===== src/rtl/bcd_entry_ctrl_if.sv =====
// Board-side bundle for the BCD temperature entry controller: key/switch inputs
// and the four decoder codes plus entry status going out.
interface bcd_entry_ctrl_if;
    logic       key_n;
    logic [3:0] sw_digit;
    logic       sw_sign;
    logic [3:0] digit0;
    logic [3:0] digit1;
    logic [3:0] digit2;
    logic [3:0] sign;
    logic [1:0] active_idx;
    logic       entry_done;
    logic       entry_err;

    modport master (
        output key_n, sw_digit, sw_sign,
        input  digit0, digit1, digit2, sign, active_idx, entry_done, entry_err
    );

    modport slave (
        input  key_n, sw_digit, sw_sign,
        output digit0, digit1, digit2, sign, active_idx, entry_done, entry_err
    );
endinterface


===== src/rtl/bcd_entry_ctrl.sv =====
// Three-digit signed BCD entry from one debounced pushbutton and a switch bank,
// driving blanking/minus-aware seven-segment decoder codes.
module bcd_entry_ctrl #(
    parameter int DEBOUNCE_CYCLES = 1000000,
    parameter int BLINK_CYCLES    = 12500000
) (
    input  logic            clk,
    input  logic            rst,
    bcd_entry_ctrl_if.slave bus
);

    localparam int DW = (DEBOUNCE_CYCLES > 2) ? $clog2(DEBOUNCE_CYCLES) : 1;
    localparam int BW = (BLINK_CYCLES > 2) ? $clog2(BLINK_CYCLES) : 1;
    localparam logic [DW-1:0] DEB_LAST   = DW'(DEBOUNCE_CYCLES - 1);
    localparam logic [BW-1:0] BLINK_LAST = BW'(BLINK_CYCLES - 1);
    localparam logic [3:0] CODE_OFF = 4'hA;
    localparam logic [3:0] CODE_NEG = 4'hB;

    typedef enum logic [1:0] {
        ST_T    = 2'd0,
        ST_U    = 2'd1,
        ST_D    = 2'd2,
        ST_DONE = 2'd3
    } state_t;

    logic          s1_q, s2_q;
    logic          deb_q, deb_d, deb_prev_q;
    logic [DW-1:0] deb_cnt_q, deb_cnt_d;
    logic          press_evt;

    state_t        state_q, state_d;
    logic [3:0]    dig0_q, dig0_d, dig1_q, dig1_d, dig2_q, dig2_d;
    logic          neg_q, neg_d;
    logic          err_d;
    logic          accept;
    logic          digit_ok;

    logic [BW-1:0] blink_cnt_q, blink_cnt_d;
    logic          blink_vis_q, blink_vis_d;

    logic [3:0]    echo, active_code;
    logic [3:0]    digit0_q, digit0_d, digit1_q, digit1_d, digit2_q, digit2_d;
    logic [3:0]    sign_q, sign_d;
    logic [1:0]    idx_q, idx_d;
    logic          done_q, done_d;
    logic          err_q;

    assign digit_ok  = (bus.sw_digit <= 4'd9);
    assign press_evt = deb_prev_q & ~deb_q;

    // The debounced level only flips after s2 has disagreed with it for a full window.
    always_comb begin
        deb_d     = deb_q;
        deb_cnt_d = '0;
        if (s2_q != deb_q) begin
            if (deb_cnt_q == DEB_LAST) begin
                deb_d     = s2_q;
                deb_cnt_d = '0;
            end else begin
                deb_cnt_d = deb_cnt_q + DW'(1);
            end
        end
    end

    always_ff @(posedge clk or negedge rst) begin
        if (!rst) begin
            s1_q       <= 1'b1;
            s2_q       <= 1'b1;
            deb_q      <= 1'b1;
            deb_prev_q <= 1'b1;
            deb_cnt_q  <= '0;
        end else begin
            s1_q       <= bus.key_n;
            s2_q       <= s1_q;
            deb_q      <= deb_d;
            deb_prev_q <= deb_q;
            deb_cnt_q  <= deb_cnt_d;
        end
    end

    always_comb begin
        state_d = state_q;
        dig0_d  = dig0_q;
        dig1_d  = dig1_q;
        dig2_d  = dig2_q;
        neg_d   = neg_q;
        err_d   = 1'b0;
        accept  = 1'b0;
        if (press_evt) begin
            case (state_q)
                ST_T: begin
                    if (digit_ok) begin
                        dig0_d  = bus.sw_digit;
                        state_d = ST_U;
                        accept  = 1'b1;
                    end else begin
                        err_d = 1'b1;
                    end
                end
                ST_U: begin
                    if (digit_ok) begin
                        dig1_d  = bus.sw_digit;
                        state_d = ST_D;
                        accept  = 1'b1;
                    end else begin
                        err_d = 1'b1;
                    end
                end
                ST_D: begin
                    if (digit_ok) begin
                        dig2_d  = bus.sw_digit;
                        neg_d   = bus.sw_sign;
                        state_d = ST_DONE;
                        accept  = 1'b1;
                    end else begin
                        err_d = 1'b1;
                    end
                end
                default: begin
                    dig0_d  = 4'd0;
                    dig1_d  = 4'd0;
                    dig2_d  = 4'd0;
                    state_d = ST_T;
                    accept  = 1'b1;
                end
            endcase
        end
    end

    // Every accepted press restarts the blink so the new active digit is seen at once.
    always_comb begin
        blink_cnt_d = blink_cnt_q + BW'(1);
        blink_vis_d = blink_vis_q;
        if (accept) begin
            blink_cnt_d = '0;
            blink_vis_d = 1'b1;
        end else if (blink_cnt_q == BLINK_LAST) begin
            blink_cnt_d = '0;
            blink_vis_d = ~blink_vis_q;
        end
    end

    always_comb begin
        echo        = digit_ok ? bus.sw_digit : CODE_OFF;
        active_code = blink_vis_q ? echo : CODE_OFF;
        digit0_d    = 4'd0;
        digit1_d    = 4'd0;
        digit2_d    = 4'd0;
        case (state_q)
            ST_T: begin
                digit0_d = active_code;
            end
            ST_U: begin
                digit0_d = dig0_q;
                digit1_d = active_code;
            end
            ST_D: begin
                digit0_d = dig0_q;
                digit1_d = dig1_q;
                digit2_d = active_code;
            end
            default: begin
                digit0_d = dig0_q;
                digit1_d = dig1_q;
                digit2_d = dig2_q;
            end
        endcase
        if (state_q == ST_DONE) begin
            sign_d = neg_q ? CODE_NEG : CODE_OFF;
        end else begin
            sign_d = bus.sw_sign ? CODE_NEG : CODE_OFF;
        end
        idx_d  = state_q;
        done_d = (state_q == ST_DONE);
    end

    always_ff @(posedge clk or negedge rst) begin
        if (!rst) begin
            state_q     <= ST_T;
            dig0_q      <= 4'd0;
            dig1_q      <= 4'd0;
            dig2_q      <= 4'd0;
            neg_q       <= 1'b0;
            err_q       <= 1'b0;
            blink_cnt_q <= '0;
            blink_vis_q <= 1'b1;
            digit0_q    <= 4'd0;
            digit1_q    <= 4'd0;
            digit2_q    <= 4'd0;
            sign_q      <= CODE_OFF;
            idx_q       <= 2'd0;
            done_q      <= 1'b0;
        end else begin
            state_q     <= state_d;
            dig0_q      <= dig0_d;
            dig1_q      <= dig1_d;
            dig2_q      <= dig2_d;
            neg_q       <= neg_d;
            err_q       <= err_d;
            blink_cnt_q <= blink_cnt_d;
            blink_vis_q <= blink_vis_d;
            digit0_q    <= digit0_d;
            digit1_q    <= digit1_d;
            digit2_q    <= digit2_d;
            sign_q      <= sign_d;
            idx_q       <= idx_d;
            done_q      <= done_d;
        end
    end

    assign bus.digit0     = digit0_q;
    assign bus.digit1     = digit1_q;
    assign bus.digit2     = digit2_q;
    assign bus.sign       = sign_q;
    assign bus.active_idx = idx_q;
    assign bus.entry_done = done_q;
    assign bus.entry_err  = err_q;

endmodule

===== src/flat_wrapper.sv =====
// flat-port wrapper written by rule: the top's interface ports become plain ports
module bcd_entry_ctrl_flat 
#(
    parameter int DEBOUNCE_CYCLES = 1000000,
    parameter int BLINK_CYCLES    = 12500000
)
  (clk, rst, bus_key_n, bus_sw_digit, bus_sw_sign, bus_digit0, bus_digit1, bus_digit2, bus_sign, bus_active_idx, bus_entry_done, bus_entry_err);
  bcd_entry_ctrl_if bus_i ();
  input  logic clk;
  input  logic rst;
  input wire logic [$bits(bus_i.key_n)-1:0] bus_key_n;
  input wire logic [$bits(bus_i.sw_digit)-1:0] bus_sw_digit;
  input wire logic [$bits(bus_i.sw_sign)-1:0] bus_sw_sign;
  output wire logic [$bits(bus_i.digit0)-1:0] bus_digit0;
  output wire logic [$bits(bus_i.digit1)-1:0] bus_digit1;
  output wire logic [$bits(bus_i.digit2)-1:0] bus_digit2;
  output wire logic [$bits(bus_i.sign)-1:0] bus_sign;
  output wire logic [$bits(bus_i.active_idx)-1:0] bus_active_idx;
  output wire logic [$bits(bus_i.entry_done)-1:0] bus_entry_done;
  output wire logic [$bits(bus_i.entry_err)-1:0] bus_entry_err;
  assign bus_i.key_n = bus_key_n;
  assign bus_i.sw_digit = bus_sw_digit;
  assign bus_i.sw_sign = bus_sw_sign;
  assign bus_digit0 = bus_i.digit0;
  assign bus_digit1 = bus_i.digit1;
  assign bus_digit2 = bus_i.digit2;
  assign bus_sign = bus_i.sign;
  assign bus_active_idx = bus_i.active_idx;
  assign bus_entry_done = bus_i.entry_done;
  assign bus_entry_err = bus_i.entry_err;
  bcd_entry_ctrl #(.DEBOUNCE_CYCLES(DEBOUNCE_CYCLES), .BLINK_CYCLES(BLINK_CYCLES)) u_core (.clk(clk), .rst(rst), .bus(bus_i));
endmodule

===== config.mk =====
export PLATFORM = sky130hd
export DESIGN_NAME = bcd_entry_ctrl_flat
export DESIGN_NICKNAME = d
export VERILOG_FILES = /design/src/rtl/bcd_entry_ctrl_if.sv /design/src/rtl/bcd_entry_ctrl.sv /design/src/flat_wrapper.sv
export SDC_FILE = /design/constraint.sdc
export NUM_CORES = 1
export LEC_CHECK = 0
export ABC_AREA = 1
export BUFFER_PORTS_ARGS = -buffer_cell sky130_fd_sc_hd__buf_2
export CORE_UTILIZATION = 30
export DETAILED_ROUTE_END_ITERATION = 8
export GPL_TIMING_DRIVEN = 0
export PLACE_DENSITY = 0.47
export SYNTH_ARGS = -nofsm -noshare
export SYNTH_HDL_FRONTEND = slang
export SYNTH_SLANG_ARGS = --single-unit

===== constraint.sdc =====
create_clock -name clk -period 2.75 [get_ports clk]
set_input_delay 0.1375 -clock clk [delete_from_list [all_inputs] [get_ports clk]]
set_output_delay 0.1375 -clock clk [all_outputs]
set_load 0.01 [all_outputs]

==> results of run 1 <==
## cells in the final DEF, fill, tap and decap left out, types with 3 or more instances in the layout
master     Yosys  final
a21oi_1        9      9
nand3_1       41     41
o21ai_1        3      3
inv_2          5      5
o21ai_0       23     23
conb_1         2      3
buf_2          1     24
ha_1           6      6
nand2_1      119    119
dfstp_2        5      5
nand3b_1       4      4
dfrtp_1       76     76
nor2_2         4      4
buf_4          3      4
inv_1         58     58
nor2_1       104    104
xor2_1        11     11
nor2_4         6      6
xnor2_1        4      4
o22ai_1        7      7
inv_6          0      3
nor3_1         7      7
nand2_2        4      4
clkbuf_16      0      9
## layout make-up
class	count	area, um2
clock inverters	7	83.83
fillers	1409	8451
multi-input cells	367	1775
flip-flops and latches	81	2033
clock buffers	9	225.2
plain buffers	6	35.03
well taps	176	220.2
repair buffers	27	170.2
inverters	65	249.0
## layer usage
| metal | up-vias | GRT usage |
|---|---|---|
| met4 | 0 | 0.05301 |
| li1 | 1693 | - |
| met1 | 1508 | 0.1868 |
| met2 | 54 | 0.2244 |
| met3 | 12 | 0.03089 |
| met5 | - | 0 |
## state kept, by name, indices dropped and copies added (netlist names), 2 cells and up
| signal | cells |
|---|---|
| u_core.blink_cnt_q | 24 |
| u_core.bus.active_idx | 2 |
| u_core.bus.digit0 | 4 |
| u_core.bus.digit1 | 4 |
| u_core.bus.digit2 | 4 |
| u_core.deb_cnt_q | 20 |
| u_core.dig0_q | 4 |
| u_core.dig1_q | 4 |
| u_core.dig2_q | 4 |
| u_core.idx_d | 2 |
## path summary, 6_finish.rpt
| check | to | slack (ns) | cells after the start |
|---|---|---|---|
| setup / recovery | u_core.deb_cnt_q[18] | 0.95 | 6 |
| hold / removal | u_core.bus.sign[0] | 0.06 | 3 |
| setup reg to reg | u_core.deb_cnt_q[18] | 0.95 | 6 |
| hold reg to reg | u_core.s2_q | 0.36 | 0 |
| max in group asynchronous | u_core.blink_vis_q | 1.82 | 3 |
| min in group asynchronous | u_core.bus.active_idx[0] | 0.29 | 2 |
## cells by family (layout without fill, tap and decap cells)
group / count (synthesis) / in the layout / synth area share
buf+inv: 71 / 114 / 0.06946
compound gates: 45 / 45 / 0.06181
xor+xnor: 15 / 15 / 0.03213
simple gates: 298 / 298 / 0.3192
flops: 81 / 81 / 0.4972
other cells: 2 / 3 / 0.001837
fa+ha+maj: 6 / 6 / 0.01836
## through the flow
step                power [mW]  instances  utilization
floorplan                1.308        519            -
global route             2.719        738       0.3619
finish                   2.604        738       0.3619
detailed placement       1.381        720       0.3370
CTS                      2.652        738       0.3619
global placement         1.374        719       0.3348
## where the power goes
group          internal (mW)  switching (mW)
logic                 0.0423          0.0929
registers               1.21         0.00844
clock network          0.721           0.525
total                   1.98           0.626
## critical path: stages (launching register included)
cell     delay (ns)
dfrtp_1        0.39
ha_1           0.20
nand3_1        0.21
nor3_2         0.26
nand3_1        0.24
nand2_1        0.28
nor2_1         0.09
==> summary.md, run 1 <==
| Metric | Value |
|---|---|
| Largest net degree at the start of global routing | `just under 50` |
| Critical path arrival | `2.02 ns` |
| Starting DRT DRC Count | `roughly 160` |
| Clock tree sinks | `81` |
| Clk_skew | `around 0.012 ns` |
| Maxcap violations | `0` |
| P per Cell Area | `543.3 mW/mm2` |
| Commonest cells post-synth | `nand2_1, nor2_1, dfrtp_1, inv_1, nand3_1` |
| Fin area | `between 0.004 and 0.005 mm2` |
| R2R Path Start | `u_core.deb_cnt_q[0]` |
| HP Start | `bus_sw_sign` |
| Pre-CTS WS | `~0.9 ns` |
| HPWL after DPL | `around 6800 um` |
| Remaining DRCs | `0` |
| Worst Setup SP | `u_core.deb_cnt_q[0]` |
| N_diodes | `0` |
| Die Height | `118.7 um` |
| Post-synth EDFFs | `0` |
| Worst-margin pin slew | `about 0.51 ns` |
| Clk pin slew, worst setup/hold paths | `0.07 ns` |
| WS Path Type | `register to register` |
| Post-CTS setup buffers | `0` |
| Cells after synthesis | `just over 500` |
| Total GRT Usage | `0.1410` |
| Setup TNS | `0 ns` |
| Layout cells sized above 1 | `0.1406` |
| Most frequent cell after synthesis | `nand2_1` |
| CTS Buf Count | `9` |
| PortBufs | `24` |
| Status | `finished, final reports clean` |
| WL met1 | `4369 um` |
| Rel. slew slack | `0.6586` |
| Fmax | `around 0.56 GHz` |
| Top cells by area, synth | `dfrtp_1, nand2_1, nor2_1` |
| Area leader, netlist | `dfrtp_1` |
| Ys flop type | `dfrtp_1` |
| Area Overhead vs Synth | `17.20%` |
| First-pass GRT wire length | `approximately 16,000 um` |
| Peak VDD IR | `0.0002079 V` |
| Initial antenna violation count | `0` |
| Htree depth | `3` |
| GP Congestion | `0.8357` |
| Lkg Pwr | `2.203 nW` |
| RSZ-0062 raised after global routing | `false` |
| Worst setup EP type | `register` |
| Crit path max fanout | `6` |
| Synth Area per Inst | `between 7 and 8 um2` |
| Wire per inst | `12.21 um` |
| CP Data Required Time | `about 3 ns` |
| Post-synthesis sequential area ratio | `0.4972` |
| Drt pass-1 iters | `6` |
| Core Box Area | `between 0.01 and 0.015 mm2` |
| Yosys cell types | `33` |
| Post-placement cell area | `0.004463 mm2` |
| Nets | `571` |
| Drt via density | `4.427` |
| Die Area | `roughly 0.014 mm2` |
| Startpoint Class | `register` |
| DR top layer | `met4` |
| Register bit total from synthesis | `between 80 and 90` |
| PnR worst setup slack | `about 0.95 ns` |
| Vias in the first global route | `between 3,000 and 4,000` |
| Synth async-reset ratio | `1.000` |
| Count of final setup violators | `0` |
| Hold Crit Class | `primary input to register` |
| Top Ports | `28` |
| Final WL | `approximately 9000 um` |
| Vias | `3,267` |
| Fin. Hold Viols | `0` |
| Tcrit/Tclk final | `0.6549` |
| Routed met3 length | `346 um` |
| Rows | `42` |
| Hold_ws | `approximately 0.063 ns` |
| Share of Yosys cell area claimed by the top area cell type | `0.4651` |
| Initial Util | `0.3088` |
| Post-CTS sizing | `0` |
| Cell Area, Synth | `just over 0.004 mm2` |
| Yosys warns | `0` |
| GRT overflow | `0` |
| Final antenna-violating net count | `0` |
| Post-CTS Hold Buffers | `2` |
| CTS tree | `built` |
| Met2 Routed Length | `roughly 4100 um` |
| Pins Over Slew Limit | `0` |
| Min Tclk post-route | `approximately 1.8 ns` |
| Clock Path Buffers | `2` |
| Clk Latency, worst-skew pair | `about 0.34 ns` |
| CTS root buf | `clkbuf_16` |
| Die width | `118.7 um` |
Power figures use the tool's default switching activity.
==> run 2: changes to the inputs <==
- PLACE_DENSITY: 0.47 -> 0.49
- clock period: 2.75 -> 1.5 ns (I/O delays scaled with it)
==> run 2 against run 1 <==
Critical path depth grew 1. Clock power grew 89%. Largest power group unchanged. Cell count increased by 3.1%. Cell area rose by 9.5%. Critical path type unchanged. Total power rose by 89%. Register-to-register slack worse by 0.90 ns.
==> summary.md, run 2 (same netlist as run 1, synthesis figures left out) <==
| Metric | Value |
|---|---|
| Status | `finished, final reports clean` |
| Wire per inst | `roughly 13 um` |
| Setup TNS | `0 ns` |
| Die Area | `0.01410 mm2` |
| HPWL after DPL | `approximately 6800 um` |
| PortBufs | `24` |
| Clock tree sinks | `81` |
| Fmax | `slightly below 0.7 GHz` |
| Startpoint Class | `register` |
| GR Layer Usage met3 | `0.03475` |
| Initial antenna violation count | `0` |
| Max reg flops | `24` |
| Remaining DRCs | `0` |
| First-pass GRT wire length | `15,870 um` |
| Final antenna-violating net count | `0` |
| Vias | `about 3,400` |
| Rows | `42` |
| R2R Path Start | `u_core.deb_prev_q` |
| WS Path Type | `register to register` |
| Total GRT Usage | `0.1431` |
| Largest net degree at the start of global routing | `47` |
| Inst Count DP | `720` |
| Hold worst-path end | `u_core.dig0_q[0]` |
| CTS tree | `built` |
| Gr busiest metal | `met2` |
| Vias in the first global route | `between 3,000 and 4,000` |
| Clock Path Buffers | `2` |
| Initial Util | `0.3088` |
| Fin. Hold Viols | `0` |
| Starting DRT DRC Count | `about 190` |
| Worst setup EP type | `register` |
| Pre-CTS WS | `-0.3146 ns` |
| Pins Over Slew Limit | `0` |
| Maxcap violations | `0` |
| Most flop-heavy register | `u_core.blink_cnt_q` |
| HP Start | `bus_sw_digit[0]` |
| Die width | `around 120 um` |
| Commonest non-fill, non-tap cells in the layout | `nand2_1, nor2_1, dfrtp_1` |
| Clk_skew | `0.006004 ns` |
| Clk Latency, worst-skew pair | `0.34 ns` |
| FF-to-FF path depth | `7` |
| Top flop regs | `u_core.blink_cnt_q: 24 flops, u_core.deb_cnt_q: 20 flops` |
| Met2 Use GR | `0.2160` |
| Count of final setup violators | `0` |
| Top Ports | `28` |
| Core Box Area | `~0.013 mm2` |
| CTS Buf Count | `9` |
| RSZ-0062 raised after global routing | `true` |
| Hold depth | `3` |
| Fin area | `between 0.005 and 0.006 mm2` |
| Commonest non-fill, non-tap cell in the layout | `nand2_1` |
| Tcrit/Tclk final | `0.9686` |
| CTS root buf | `clkbuf_16` |
| CP Data Required Time | `about 1.7 ns` |
| Flop-to-flop setup slack | `about 0.047 ns` |
| Min Tclk post-route | `1.453 ns` |
| Drt pass-1 iters | `4` |
| GRT overflow | `0` |
| Drt via density | `about 4.5` |
| Critical path arrival | `between 1.5 and 2 ns` |
| P per Cell Area | `936.6 mW/mm2` |
| Lkg Pwr | `roughly 2.4 nW` |
| Final Total Pwr | `4.916 mW` |
| Die Height | `~120 um` |
| GP Congestion | `0.8507` |
| PnR worst setup slack | `between 0.04 and 0.05 ns` |
| Peak VDD IR | `between 0.0006 and 0.0007 V` |
| Hold_ws | `approximately 0.042 ns` |
| Clk pin slew, worst setup/hold paths | `0.06 ns` |
| N_diodes | `0` |
| GRT met1 Usage | `0.2013` |
| Final design utilization | `0.3964` |
| Post-placement cell area | `about 0.0045 mm2` |
| RR Endpoint | `u_core.blink_cnt_q[11]` |
| Nets | `around 590` |
| Final WL | `roughly 9500 um` |
| Htree depth | `3` |
| Area Overhead vs Synth | `28.37%` |
| Crit path max fanout | `5` |
| Layout cells sized above 1 | `0.2325` |
| Final std cells w/o fill | `761` |
| Hold Crit Class | `primary input to register` |
[run 2: where the power goes]
group	internal, mW	leakage [nW]	switching [mW]	total, mW
sequential	2.23	1.01	0.0261	2.25
combinational	0.116	1.24	0.189	0.304
clock	1.46	0.149	0.895	2.36
[run 2: metal layers]
metal / wire [um] / share of wire
met5: 0 / 0
met1: 4712 / 0.49
met4: 114 / 0.012
met3: 392 / 0.041
met2: 4302 / 0.45
[run 2: worst max-delay path, cell delays in order (launching register included)]
cell and delay [ns]:
dfstp_2 0.52, inv_2 0.04, nor2_4 0.24, nand2_4 0.12, buf_4 0.15, o21ai_4 0.05
buf_4 0.16, nor2_1 0.05
[run 2: area by class of cell]
type,count,area [um2]
clock inverter,6,92.59
clock buffer,10,229.0
fill,1368,7994
sequential,81,2036
buffer,4,27.53
inverter,65,271.5
multi-input combinational,367,1997
timing repair buffer,52,375.4
tap,176,220.2
[run 2: repair_timing]
item	in CTS	in global routing
hold buffers	3	0
setup buffers	8	16
pin swaps	6	16
gates resized for setup	28	42
endpoints found under the hold margin	33	0
setup endpoints to repair	50	48
[run 2: how the worst max path moves through the flow]
stage,startpoint,endpoint
finish,u_core.deb_prev_q,u_core.blink_cnt_q[11]
global route,u_core.deb_cnt_q[0],u_core.deb_cnt_q[14]
CTS,u_core.idx_d[0],u_core.blink_cnt_q[23]
detailed placement,u_core.deb_cnt_q[0],u_core.deb_cnt_q[9]
global placement,rst,u_core.deb_cnt_q[14]
floorplan,u_core.idx_d[0],u_core.idx_d[0]
==> run 3: changes to the inputs <==
- CORE_UTILIZATION: 30 -> 50
- PLACE_DENSITY: 0.49 -> 0.76
- clock period: 1.5 -> 1.4 ns (I/O delays scaled with it)
==> run 3 against run 2 <==
The run now ends with setup timing left. Sequential power is 7% higher. Clock power is 13% lower. Clock skew is 0.0063 ns higher. Hold slack worse by 0.017 ns. Fmax is 6.2% lower. Cell count is 6.3% lower. Non-clock buffer count is 25 higher. Utilization is 32 points higher. Largest power group is now sequential cells. Highest routed layer unchanged.
==> summary.md, run 3 (same netlist as run 1, synthesis figures left out) <==
| Metric | Value |
|---|---|
| Clock tree sinks | `roughly 80` |
| Starting DRT DRC Count | `239` |
| N_diodes | `0` |
| First-pass GRT wire length | `between 15,000 and 20,000 um` |
| Failing checks | `setup timing` |
| Die width | `92.43 um` |
| Inst Count DP | `about 650` |
| Die Area | `about 0.0085 mm2` |
| Max reg flops | `24` |
| Total GRT Usage | `0.2453` |
| Multi-input logic area | `between 0.002 and 0.0025 mm2` |
| Top Ports | `28` |
| Maxcap violations | `0` |
| Top flop regs | `u_core.blink_cnt_q: 24 flops, u_core.deb_cnt_q: 20 flops` |
| Remaining DRCs | `0` |
| Min Tclk post-route | `around 1.5 ns` |
| CTS Buf Count | `9` |
| CP cell instances | `inv_2 > nor2_4 > buf_6 > nand2_4 > a21oi_4 > nand3_2 > o21ai_2` |
| Status | `complete, but fails checks` |
| GP Congestion | `slightly below 0.9` |
| Tcrit/Tclk final | `1.107` |
| Flop-to-flop setup slack | `-0.15 ns` |
| Fmax | `0.6453 GHz` |
| Layout cells sized above 1 | `0.3486` |
| WP buf/inv | `2` |
| Clk_skew | `between 0.01 and 0.015 ns` |
| CTS root buf | `clkbuf_8` |
| Clock Path Buffers | `2` |
| Wire per inst | `between 15 and 20 um` |
| RSZ-0062 raised after global routing | `true` |
| Peak VDD IR | `about 0.0008 V` |
| HPWL after DPL | `between 6000 and 7000 um` |
| PnR worst setup slack | `-0.1497 ns` |
| Initial Util | `0.5237` |
| Die Height | `92.43 um` |
| Final antenna-violating net count | `0` |
| Crit path largest cell delay | `~0.54 ns` |
| Clk pin slew, worst setup/hold paths | `approximately 0.090 ns` |
| Layout fillers | `a little over 500` |
| Crit path max fanout | `7` |
| FF+latch area | `a little over 0.002 mm2` |
| Pins Over Slew Limit | `0` |
| Pre-CTS WS | `-0.3101 ns` |
| Largest net degree at the start of global routing | `44` |
| Critical path arrival | `between 1.5 and 2 ns` |
| Clk Latency, worst-skew pair | `about 0.36 ns` |
| CP delay by family, top | `flip-flops` |
| Htree depth | `3` |
| Drt pass-1 iters | `5` |
| Drt via density | `between 5 and 6` |
| R2R Path Start | `u_core.deb_prev_q` |
| P per Cell Area | `about 880 mW/mm2` |
| Final Total Pwr | `approximately 4.9 mW` |
| Worst Setup SP | `u_core.deb_prev_q` |
| Final std cells w/o fill | `713` |
| Commonest non-fill, non-tap cell in the layout | `nand2_1` |
| Commonest non-fill, non-tap cells in the layout | `nand2_1, nor2_1, dfrtp_1` |
| GRT overflow | `0` |
| Startpoint Class | `register` |
| Nets | `between 600 and 700` |
| Lkg Pwr | `around 2.6 nW` |
| CTS tree | `built` |
| PortBufs | `24` |
| Worst setup EP type | `register` |
| Max stage delay cell, worst path | `dfstp_2` |
| WS Path Type | `register to register` |
| Initial antenna violation count | `0` |
| Core Box Area | `slightly below 0.008 mm2` |
| Final WL | `around 12,000 um` |
| Vias in the first global route | `3,684` |
| Count of final setup violators | `just under 50` |
| Area Overhead vs Synth | `36.96%` |
| HP Start | `bus_sw_digit[3]` |
| CP Data Required Time | `approximately 1.7 ns` |
| Fin. Hold Viols | `0` |
| Rows | `32` |
| Hold Crit Class | `primary input to register` |
| Final design utilization | `0.7173` |
| Most flop-heavy register | `u_core.blink_cnt_q` |
| Vias | `a little under 4,000` |
-- run 3: cell count changes in the layout (fill, tap and decap cells not counted), moves of 13 or more --
cell,delta
nand3_2,+13
o21ai_0,-13
buf_4,+16
nand3_1,-14
nor2_1,-16
-- run 3: area by class of cell --
class	instances	share of cell area
well taps	102	0.02279
repair buffers	77	0.1084
clock buffers	10	0.02279
multi-input cells	368	0.4073
clock inverters	6	0.01921
inverters	65	0.05027
plain buffers	4	0.004915
flip-flops and latches	81	0.3644
-- run 3: worst min-delay path: stages --
cell     delay (ns)
buf_2          0.15
nand3_2        0.09
o21ai_2        0.04
-- run 3: path summary, 6_finish.rpt --
kind	to	depth (start not counted)
setup / recovery	u_core.dig1_q[1]	7
hold / removal	u_core.dig2_q[3]	3
setup reg to reg	u_core.dig1_q[1]	7
hold reg to reg	u_core.s2_q	0
max in group asynchronous	u_core.deb_q	3
min in group asynchronous	u_core.blink_cnt_q[4]	2
-- run 3: through the flow --
step	hold slack, ns	cell area, um2	setup TNS [ns]
4_1_cts	0.005787	5066	-0.6595
5_1_grt	0.03206	5600	-5.935
3_5_place_dp	0.06809	4389	-8.459
6_report	0.02530	5600	-2.770
2_1_floorplan	-0.2256	4119	0
3_3_place_gp	0.1773	4367	-31.03
-- run 3: report_power, final --
group | leakage (nW) | internal, mW | switching (mW)
clock | 0.116 | 1.18 | 0.884
combinational | 1.44 | 0.177 | 0.255
sequential | 1.00 | 2.38 | 0.0310
total | 2.56 | 3.74 | 1.17
-- run 3: timing repair --
action	CTS	global route
gates cloned	1	0
pin swaps	30	45
setup endpoints to repair	56	62
endpoints found under the hold margin	38	1
gates resized for setup	60	99
setup buffers	20	29
hold buffers	2	1
-- run 3: layer usage --
layer  global-route usage  vias to the layer above  share of wire
met5                    0                        -              0
met3              0.03612                       39          0.048
li1                     -                     1800              -
met4               0.1029                        0          0.027
met2               0.4105                      156           0.52
met1               0.3184                     1893           0.41
